--- config.mk ---
export PLATFORM = sky130hd
export DESIGN_NAME = spr_dma_ctrl
export DESIGN_NICKNAME = d
export VERILOG_FILES = /design/src/rtl/spr_dma_ctrl.sv
export SDC_FILE = /design/constraint.sdc
export NUM_CORES = 1
export LEC_CHECK = 0
export ABC_AREA = 1
export CAP_MARGIN = 30
export CORE_MARGIN = 4
export CORE_UTILIZATION = 45
export DETAILED_ROUTE_END_ITERATION = 10
export PLACE_DENSITY = 0.8
export RECOVER_POWER = 25
export SYNTH_ARGS = -nofsm -noshare
export SYNTH_HDL_FRONTEND = slang
export SYNTH_SLANG_ARGS = --single-unit
--- constraint.sdc ---
create_clock -name clk_in -period 1.6 [get_ports clk_in]
set_input_delay 0.24 -clock clk_in [delete_from_list [all_inputs] [get_ports clk_in]]
set_output_delay 0.24 -clock clk_in [all_outputs]
set_load 0.01 [all_outputs]
--- src/rtl/spr_dma_ctrl.sv ---
// OAM DMA sequencer: a CPU write to TRIG_ADDR halts the CPU and copies one page into sprite RAM.
// Optional build macro SPR_DMA_ODD_ALIGN_EN adds an extra halt cycle when triggered on an odd CPU cycle.
module spr_dma_ctrl #(
  parameter logic [15:0] TRIG_ADDR     = 16'h4014,
  parameter logic [15:0] OAM_DATA_ADDR = 16'h2004,
  parameter int          XFER_LEN      = 256
) (
  input  logic        clk_in,
  input  logic        rst_n_in,
  input  logic        cyc_en_in,
  input  logic [15:0] cpu_a_in,
  input  logic        cpu_r_nw_in,
  input  logic [7:0]  cpu_d_in,
  input  logic [7:0]  bus_d_in,
  output logic        cpu_rdy_out,
  output logic        active_out,
  output logic [15:0] a_out,
  output logic [7:0]  d_out,
  output logic        r_nw_out,
  output logic [7:0]  cnt_out
);

  typedef enum logic [1:0] {
    IDLE  = 2'd0,
    HALT  = 2'd1,
    READ  = 2'd2,
    WRITE = 2'd3
  } state_t;

  localparam logic [7:0] LAST_IDX = 8'(XFER_LEN - 1);

  state_t     state;
  logic [7:0] page;
  logic       trigger;
  logic       halt_done;

  // Only the CPU's own bus is watched, so the DMA's OAM writes can never retrigger it.
  assign trigger = cyc_en_in & ~cpu_r_nw_in & (cpu_a_in == TRIG_ADDR);

`ifdef SPR_DMA_ODD_ALIGN_EN
  logic parity;
  logic halt_extra;
  assign halt_done = ~halt_extra;
`else
  assign halt_done = 1'b1;
`endif

  always_ff @(posedge clk_in) begin
    if (!rst_n_in) begin
      state       <= IDLE;
      page        <= 8'h00;
      cnt_out     <= 8'h00;
      cpu_rdy_out <= 1'b1;
      active_out  <= 1'b0;
      a_out       <= 16'h0000;
      d_out       <= 8'h00;
      r_nw_out    <= 1'b1;
`ifdef SPR_DMA_ODD_ALIGN_EN
      parity      <= 1'b0;
      halt_extra  <= 1'b0;
`endif
    end else if (cyc_en_in) begin
`ifdef SPR_DMA_ODD_ALIGN_EN
      parity <= ~parity;
`endif
      case (state)
        IDLE: begin
          if (trigger) begin
            page        <= cpu_d_in;
            cnt_out     <= 8'h00;
            cpu_rdy_out <= 1'b0;
            state       <= HALT;
`ifdef SPR_DMA_ODD_ALIGN_EN
            halt_extra  <= parity;
`endif
          end
        end
        HALT: begin
`ifdef SPR_DMA_ODD_ALIGN_EN
          halt_extra <= 1'b0;
`endif
          if (halt_done) begin
            state      <= READ;
            active_out <= 1'b1;
            a_out      <= {page, cnt_out};
            r_nw_out   <= 1'b1;
            d_out      <= 8'h00;
          end
        end
        READ: begin
          // d_out doubles as the latch for the byte just read.
          state    <= WRITE;
          a_out    <= OAM_DATA_ADDR;
          r_nw_out <= 1'b0;
          d_out    <= bus_d_in;
        end
        WRITE: begin
          if (cnt_out == LAST_IDX) begin
            state       <= IDLE;
            active_out  <= 1'b0;
            cpu_rdy_out <= 1'b1;
            a_out       <= 16'h0000;
            d_out       <= 8'h00;
            r_nw_out    <= 1'b1;
          end else begin
            // Low byte wraps inside the page; the page byte is never incremented.
            cnt_out  <= cnt_out + 8'd1;
            state    <= READ;
            a_out    <= {page, cnt_out + 8'd1};
            r_nw_out <= 1'b1;
            d_out    <= 8'h00;
          end
        end
        default: state <= IDLE;
      endcase
    end
  end

endmodule
==> impl_results.md, run 1 <==
- Initial Util: 0.470
- Max VDD drop: 0.566 mV
- Proportion of layout cells with a drive suffix above 1: 0.142
- Inst Count DP: 423
- DR iter-0 viols: 205
- Antenna Violating Nets Remaining: 0
- MaxCap Viol Count: 0
- Final period utilization: 0.970
- DPL Wire Length: 3.95 mm
- Crit path cell chain: buf_4 > clkdlybuf4s50_1
- Worst rel slew slack: 0.739
- Top Ports: 71
- Setup Skew: 0.00995 ns
- Pwr Density: 625 nW/um2
- GPL Wtd Cong: 0.904
- Seq/Total Area, Yosys: 0.437
- CTS buffer count: 5
- Delay of the slowest critical-path stage: 0.54 ns
- Finished Layout Cells: 433
- Cell Area, Synth: 2060 um2
- CTS sink count: 45
- Synthesis Warnings: 0
- Core footprint: 4380 um2
- Most common cell after layout, fill and taps aside: clkdlybuf4s50_1
- Fillers: 361
- Leading post-synthesis cells by cell area: dfxtp_1 (44%), nand2_1 (11%), nor2_1 (9.1%), a21oi_1 (6.6%), inv_1 (4.4%)
- Vias: 2,110
- Number of global-route vias before repair: 1,958
- Die Width: 75.7 um
- Post-layout util: 0.702
- Initial antenna violation count: 0
- Critical path class: reg -> out
- Crit Path Max Fanout: 5
- Max frequency: 0.644 GHz
- Hold Buf Count CTS: 0
- Grt ovf: 0
- Area growth from synthesis to layout: 49.5%
- Setup_tns: 0 ns
- Num rows: 24
- Final hold violation count: 0
- Worst-case clock buffer depth: 2
- Synth cell types: 30
- Worst min path class: reg -> reg
- Ant diodes: 0
- Synth Register Bits: 45
- Outcome: finished, final reports clean
- Slowest cell on crit path: clkdlybuf4s50_1
- Synth top area share: 0.437
- Full die area: 5720 um2
- Largest net degree at the start of global routing: 18
- Endpoints failing setup: 0
- Final slew viol count: 0
- I/O Buffers: 70
- Crit path DAT: 1.31 ns
- Routed len/inst: 12.4 um
- H-tree levels: 2
- Actual slew at the worst max-slew pin: 0.391 ns
- Worst EP required: 1.36 ns
- First-pass GRT wire length: 8.51 mm
- Drt first pass iters: 4
- DR vias/cell: 4.87
- Residual DRC count: 0
- Yosys top cell by area: dfxtp_1
- Nets: 417
- Syn Nets: 328
- Clock Pin Slew Worst Setup and Hold Paths: 0.08 ns
- Most frequent cells in the layout: clkdlybuf4s50_1 (61), nand2_1 (60), nor2_1 (47)
- Setup crit end kind: primary output
- Mapped Cells: 291
- GRT Util Overall: 0.195
- Final WL: 5.38 mm
- Leakage: 0.00133 uW
- Die height: 75.7 um
- CP startpoint kind: register
- Period minus WS final: 1.55 ns
- Clk_lat worst skew: 0.30 ns
- Syn Area/Cell: 7.08 um2
- CTS tree: built
- CTS root buffer: clkbuf_8
worst paths after layout:
kind                      startpoint                  endpoint  slack, ns  depth (start not counted)
max reg2reg  cnt_out[0]$_SDFFE_PN0P_  cpu_rdy_out$_SDFFE_PN1P_       0.08                         10
min            r_nw_out$_SDFFE_PN1P_     r_nw_out$_SDFFE_PN1P_       0.46                          2
min reg2reg    r_nw_out$_SDFFE_PN1P_     r_nw_out$_SDFFE_PN1P_       0.46                          2
max          cnt_out[2]$_SDFFE_PN0P_                cnt_out[2]       0.05                          2
cells in the mapped netlist:
| cell | instances |
|---|---|
| a21oi_1 | 27 |
| nand2_2 | 2 |
| buf_2 | 4 |
| inv_1 | 24 |
| nand2_4 | 2 |
| nand3_4 | 1 |
| o21ai_2 | 1 |
| o21ai_1 | 14 |
| o21a_1 | 1 |
| nand3_1 | 11 |
| nor2_4 | 1 |
| nand2_1 | 63 |
| a21o_1 | 7 |
| and2_1 | 1 |
| nor2_1 | 50 |
| or2_4 | 1 |
| nand3b_1 | 1 |
| clkbuf_1 | 4 |
| nor2_2 | 3 |
| ha_1 | 1 |
| a21oi_2 | 1 |
| o221ai_1 | 1 |
| o21ai_0 | 14 |
| nor2_8 | 1 |
| inv_2 | 5 |
| xor2_1 | 1 |
| dfxtp_1 | 45 |
| nor3_1 | 2 |
| buf_6 | 1 |
| nand4_1 | 1 |
power by group:
| group | total, uW | internal [uW] | switching [uW] |
|---|---|---|---|
| Sequential | 1120 | 1120 | 0.00796 |
| Combinational | 135 | 96.4 | 39.0 |
| Clock | 669 | 303 | 366 |
sequential cells by signal, summed over array words and instances, names as in the netlist:
name	count
a_out	16
cnt_out	8
d_out	8
page	8
state	2
active_out	1
cpu_rdy_out	1
r_nw_out	1
final cells by class:
| class | instances | area [um2] | area share |
|---|---|---|---|
| Clock buffer | 6 | 72.6 | 0.0236 |
| Multi-Input combinational cell | 208 | 1040 | 0.337 |
| Tap cell | 52 | 65.1 | 0.0211 |
| Clock inverter | 2 | 10.0 | 0.00325 |
| Timing Repair Buffer | 91 | 881 | 0.286 |
| Inverter | 29 | 109 | 0.0354 |
| Sequential cell | 45 | 903 | 0.293 |
stage by stage:
step | setup slack, ns | total power [uW] | hold WS [ns] | instance area, um2
after floorplan | 0.0758 | 1170 | 0.375 | 2060
after global placement | -0.161 | 1280 | 0.444 | 2950
after detailed placement | -0.216 | 1280 | 0.446 | 2950
after CTS | 0.0100 | 1940 | 0.462 | 3030
after global routing | -0.0332 | 2000 | 0.472 | 3080
final | 0.0474 | 1920 | 0.460 | 3080
repair_timing:
action / CTS / global route
gates resized for setup: 0 / 13
buffers inserted: 0 / 2
endpoints found under the setup margin: 0 / 24
critical path: cells and delay by family (launching register included):
family	cells	cell delay [ns]
buf+inv	2	0.68
flops	1	0.34
logic make-up (layout without fill, tap and decap cells):
family | Yosys count | after routing | synth area share
and+or+nand+nor | 140 | 140 | 0.301
xor gates and xnor gates | 1 | 1 | 0.00425
buffers and inverters | 38 | 128 | 0.0753
adders and majority gates | 1 | 1 | 0.00607
DFF | 45 | 45 | 0.437
AOI/OAI and AO/OA | 66 | 66 | 0.176
layer usage:
| layer | track usage | vias up | part of all wire |
|---|---|---|---|
| li1 | - | 1105 | - |
| met1 | 0.240 | 927 | 0.45 |
| met2 | 0.328 | 72 | 0.45 |
| met3 | 0.0528 | 6 | 0.085 |
| met4 | 0.0660 | 0 | 0.014 |
| met5 | 0 | - | 0 |
Power figures use the tool's default switching activity.
==> run 2: changes to the inputs <==
CAP_MARGIN = 10   (was 30)
SETUP_SLACK_MARGIN = 0.4   (was not set)
==> impl_results.md, run 2 (synthesis results as in run 1) <==
- Worst EP required: 1.84 ns
- Worst-case clock buffer depth: 2
- Crit Path Max Fanout: 5
- Residual DRC count: 0
- Drt first pass iters: 5
- Ant diodes: 0
- Final WL: 6.70 mm
- Worst reg2reg setup slack: 0.1 ns
- Placed standard-cell area: 2980 um2
- I/O Buffers: 70
- RSZ-0062 raised after global routing: yes
- Grt ovf: 0
- Core footprint: 4380 um2
- Post-route cell area: 3440 um2
- Proportion of layout cells with a drive suffix above 1: 0.336
- Metal1 wirelength: 2.70 mm
- CTS buffer count: 5
- H-tree levels: 2
- Outcome: finished, final reports clean
- Setup Skew: 0.00279 ns
- Hold path startpoint: cyc_en_in
- Fillers: 280
- Final slew viol count: 0
- Top sig layer: met4
- Worst min path class: in -> reg
- CP startpoint kind: register
- Clk_lat worst skew: 0.30 ns
- Pwr Density: 591 nW/um2
- Largest net degree at the start of global routing: 14
- Clock Pin Slew Worst Setup and Hold Paths: 0.09 ns
- Nets: 430
- Initial Util: 0.470
- Setup crit end kind: register
- CTS root buffer: clkbuf_8
- Worst rel slew slack: 0.784
- Hold Buf Count CTS: 0
- Most common cell after layout, fill and taps aside: nor2_1
- DR vias/cell: 5.23
- GPL Wtd Cong: 0.909
- Antenna Violating Nets Remaining: 0
- DR WL met2: 3.30 mm
- Number of global-route vias before repair: 2,213
- CP startpoint: cnt_out[1]$_SDFFE_PN0P_
- Final hold violation count: 0
- Die height: 75.7 um
- Actual slew at the worst max-slew pin: 0.323 ns
- DR iter-0 viols: 203
- Initial antenna violation count: 0
- Most flop-heavy register: a_out
- Top Ports: 71
- Area growth from synthesis to layout: 67.1%
- Crit path DAT: 1.74 ns
- DPL Wire Length: 4.16 mm
- Routed len/inst: 15.1 um
- CTS sink count: 45
- Final period utilization: 0.940
- Leakage: 0.00157 uW
- MaxCap Viol Count: 0
- Endpoints failing setup: 0
- CTS tree: built
- Max frequency: 0.665 GHz
- Die Width: 75.7 um
- Worst r2r src: cnt_out[1]$_SDFFE_PN0P_
- Full die area: 5720 um2
- Setup_tns: 0 ns
- Max reg flops: 16
- Period minus WS final: 1.50 ns
- Vias: 2,329
- Most frequent cells in the layout: nor2_1 (40), nand2_1 (39), dfxtp_1 (39)
- Metal3 WL: 513 um
- Critical path class: reg -> reg
- First-pass GRT wire length: 9.50 mm
- Num rows: 24
- GRT Util Overall: 0.214
- Max VDD drop: 0.450 mV
run 2: path summary, 6_finish.rpt:
check,to,cells past startpoint
min,r_nw_out$_SDFFE_PN1P_,5
min reg2reg,d_out[2]$_SDFFE_PN0P_,2
max reg2reg,cnt_out[2]$_SDFFE_PN0P_,9
max,cnt_out[2]$_SDFFE_PN0P_,9
run 2: metal layers:
metal	up-vias	track usage
li1	1139	-
met1	1060	0.262
met2	110	0.376
met5	-	0
met3	20	0.0449
met4	0	0.0660
run 2: power by group:
part | total [uW] | internal [uW] | switching (uW)
registers | 1110 | 1110 | 0.00966
clock network | 795 | 392 | 403
logic | 127 | 80.0 | 47.1
total | 2030 | 1580 | 450
run 2: layout make-up:
type | count | area [um2] | area share
clock inverter | 1 | 5.00 | 0.00145
tap | 52 | 65.1 | 0.0189
multi-input combinational | 210 | 1330 | 0.385
inverter | 29 | 129 | 0.0375
timing repair buffer | 102 | 903 | 0.263
clock buffer | 6 | 93.8 | 0.0273
sequential | 45 | 918 | 0.267
run 2: critical path, stage by stage, from the launching register on:
cell	delay, ns
dfxtp_1	0.38
ha_4	0.16
nand2_4	0.07
nor2_4	0.08
nand4_1	0.14
nand2_2	0.18
nand2_4	0.11
nand3b_1	0.13
nand2_1	0.09
nor2_1	0.09
run 2: repair_timing:
item,4_1_cts,5_1_grt
cloned,2,0
endpoints found under the setup margin,79,52
hold endpoints to repair,0,0
pin swaps,32,30
buffers inserted,6,6
resized for setup,104,80
run 2: metrics by stage:
step                total power (uW)  hold slack, ns   util  cells  worst slack [ns]
floorplan                       1170           0.375      -    291             0.179
global placement                1270           0.438  0.680    424            -0.162
detailed placement              1270           0.449  0.680    424            -0.207
CTS                             2020           0.339  0.729    439             0.175
global route                    2080           0.407  0.785    445          0.000454
finish                          2030           0.350  0.785    445            0.0965
==> run 3: changes to the inputs <==
CORE_UTILIZATION = 48   (was 45)
PLACE_DENSITY = 0.84   (was 0.8)
TNS_END_PERCENT = 10   (was not set)
clock period = 1.9 ns   (was 1.6 ns; I/O delays follow)
==> impl_results.md, run 3 (synthesis results as in run 1) <==
- Clock Pin Slew Worst Setup and Hold Paths: 0.09 ns
- Initial Util: 0.504
- GRT Util Overall: 0.213
- Area growth from synthesis to layout: 51.2%
- Grt ovf: 0
- Most flop-heavy register: a_out
- Worst reg2reg setup slack: 0.22 ns
- Drt first pass iters: 4
- Worst rel slew slack: 0.728
- Hold Path End: r_nw_out$_SDFFE_PN1P_
- Max reg flops: 16
- Hold path startpoint: cyc_en_in
- Crit Path Max Fanout: 18
- Setup crit end kind: register
- Crit path DAT: 1.88 ns
- First-pass GRT wire length: 8.98 mm
- RSZ-0062 raised after global routing: yes
- Worst r2r src: state[1]$_SDFFE_PN0P_
- Setup_tns: 0 ns
- Worst min path class: in -> reg
- CTS root buffer: clkbuf_8
- Fillers: 295
- Top Ports: 71
- Vias: 2,243
- CTS tree: built
- Nets: 411
- Cells on worst reg2reg path: 6
- Num rows: 23
- Pwr Density: 537 nW/um2
- Routed len/inst: 14.4 um
- Most frequent cells in the layout: clkdlybuf4s50_1 (66), nand2_1 (58), nor2_1 (45)
- Period minus WS final: 1.68 ns
- Largest net degree at the start of global routing: 33
- Ant diodes: 0
- MaxCap Viol Count: 0
- Worst flop-to-flop path endpoint: cnt_out[0]$_SDFFE_PN0P_
- Core footprint: 4090 um2
- Inst Count DP: 408
- Worst EP required: 2.09 ns
- CTS buffer count: 5
- DPL Wire Length: 3.98 mm
- Critical path class: reg -> reg
- CTS sink count: 45
- GPL Wtd Cong: 0.842
- Max frequency: 0.594 GHz
- Clk_lat worst skew: 0.30 ns
- Max VDD drop: 0.508 mV
- Proportion of layout cells with a drive suffix above 1: 0.160
- Met2 Use GR: 0.367
- I/O Buffers: 70
- WHS: 0.431 ns
- DR vias/cell: 5.28
- Actual slew at the worst max-slew pin: 0.407 ns
- Worst-case clock buffer depth: 2
- Final slew viol count: 0
- Leakage: 0.00133 uW
- Die Width: 73.5 um
- WHS Path Cells: 5
- Total power: 1670 uW
- Die height: 73.5 um
- Finished Layout Cells: 425
- Endpoints failing setup: 0
- Residual DRC count: 0
- DR iter-0 viols: 237
- GR peak layer: met2
- Final hold violation count: 0
- Met3 usage: 0.0766
- H-tree levels: 2
- Number of global-route vias before repair: 2,049
- Most common cell after layout, fill and taps aside: clkdlybuf4s50_1
- Outcome: finished, final reports clean
- GR Util met1: 0.248
- Full die area: 5400 um2
- Initial antenna violation count: 0
- Setup Skew: 0.00545 ns
- Post-layout util: 0.762
- CP startpoint kind: register
- Antenna Violating Nets Remaining: 0
- Final WL: 6.12 mm
- Final period utilization: 0.887
-- run 3: cell count changes in the layout (fill, tap and decap cells not counted), sizes merged, moves of 2 or more --
| cell | delta |
|---|---|
| clkdlybuf4s50 | +49 |
| clkdlybuf4s25 | -2 |
| buf | -22 |
| clkbuf | -5 |
| dlymetal6s2s | +2 |
| clkdlybuf4s15 | -9 |
| dlygate4sd2 | -33 |
-- run 3: how the worst max path moves through the flow --
stage / startpoint / to / slack, ns / cells after the start
4_1_cts: cnt_out[0]$_SDFFE_PN0P_ / cpu_rdy_out$_SDFFE_PN1P_ / 0.34 / 10
3_5_place_dp: cyc_en_in / cnt_out[1]$_SDFFE_PN0P_ / 0.07 / 10
3_3_place_gp: cyc_en_in / cnt_out[1]$_SDFFE_PN0P_ / 0.1 / 10
5_1_grt: state[1]$_SDFFE_PN0P_ / cnt_out[0]$_SDFFE_PN0P_ / 0.15 / 6
6_report: state[1]$_SDFFE_PN0P_ / cnt_out[0]$_SDFFE_PN0P_ / 0.22 / 6
2_1_floorplan: cnt_out[0]$_SDFFE_PN0P_ / cpu_rdy_out$_SDFFE_PN1P_ / 0.45 / 10
-- run 3: routing by layer --
| metal | wire length [um] | part of all wire |
|---|---|---|
| met1 | 2380 | 0.39 |
| met4 | 89 | 0.015 |
| met2 | 3050 | 0.50 |
| met3 | 609 | 0.099 |
| met5 | 0 | 0 |
-- run 3: through the flow --
stage | area, um2 | worst slack [ns]
after floorplan | 2060 | 0.452
after global placement | 2820 | 0.0979
after global routing | 3110 | 0.153
after detailed placement | 2820 | 0.0663
final | 3110 | 0.216
after CTS | 2960 | 0.339
-- run 3: report_power, final --
| part | internal (uW) | switching (uW) | total (uW) |
|---|---|---|---|
| Combinational | 72.1 | 34.7 | 107 |
| Sequential | 936 | 0.00905 | 936 |
| Clock | 295 | 335 | 630 |
-- run 3: area by class of cell --
type	count	area [um2]	area share
multi-input combinational	210	1120	0.358
sequential	45	920	0.295
timing repair buffer	83	806	0.259
inverter	29	114	0.0366
clock buffer	6	82.6	0.0265
tap	50	62.6	0.0201
clock inverter	2	13.8	0.00442
-- run 3: repair_timing --
action	in CTS	in global routing
endpoints found under the setup margin	28	57
gates cloned	0	2
setup buffers	4	3
hold buffers	0	0
pin swaps	3	14
resized for setup	8	36
-- run 3: worst max-delay path, cell delays in order (launching register included) --
cell and delay [ns]:
dfxtp_4 0.40, nor2_1 0.26, nor2_1 0.13, inv_4 0.22, nand2_1 0.26, a21oi_1 0.23
nor2_1 0.07
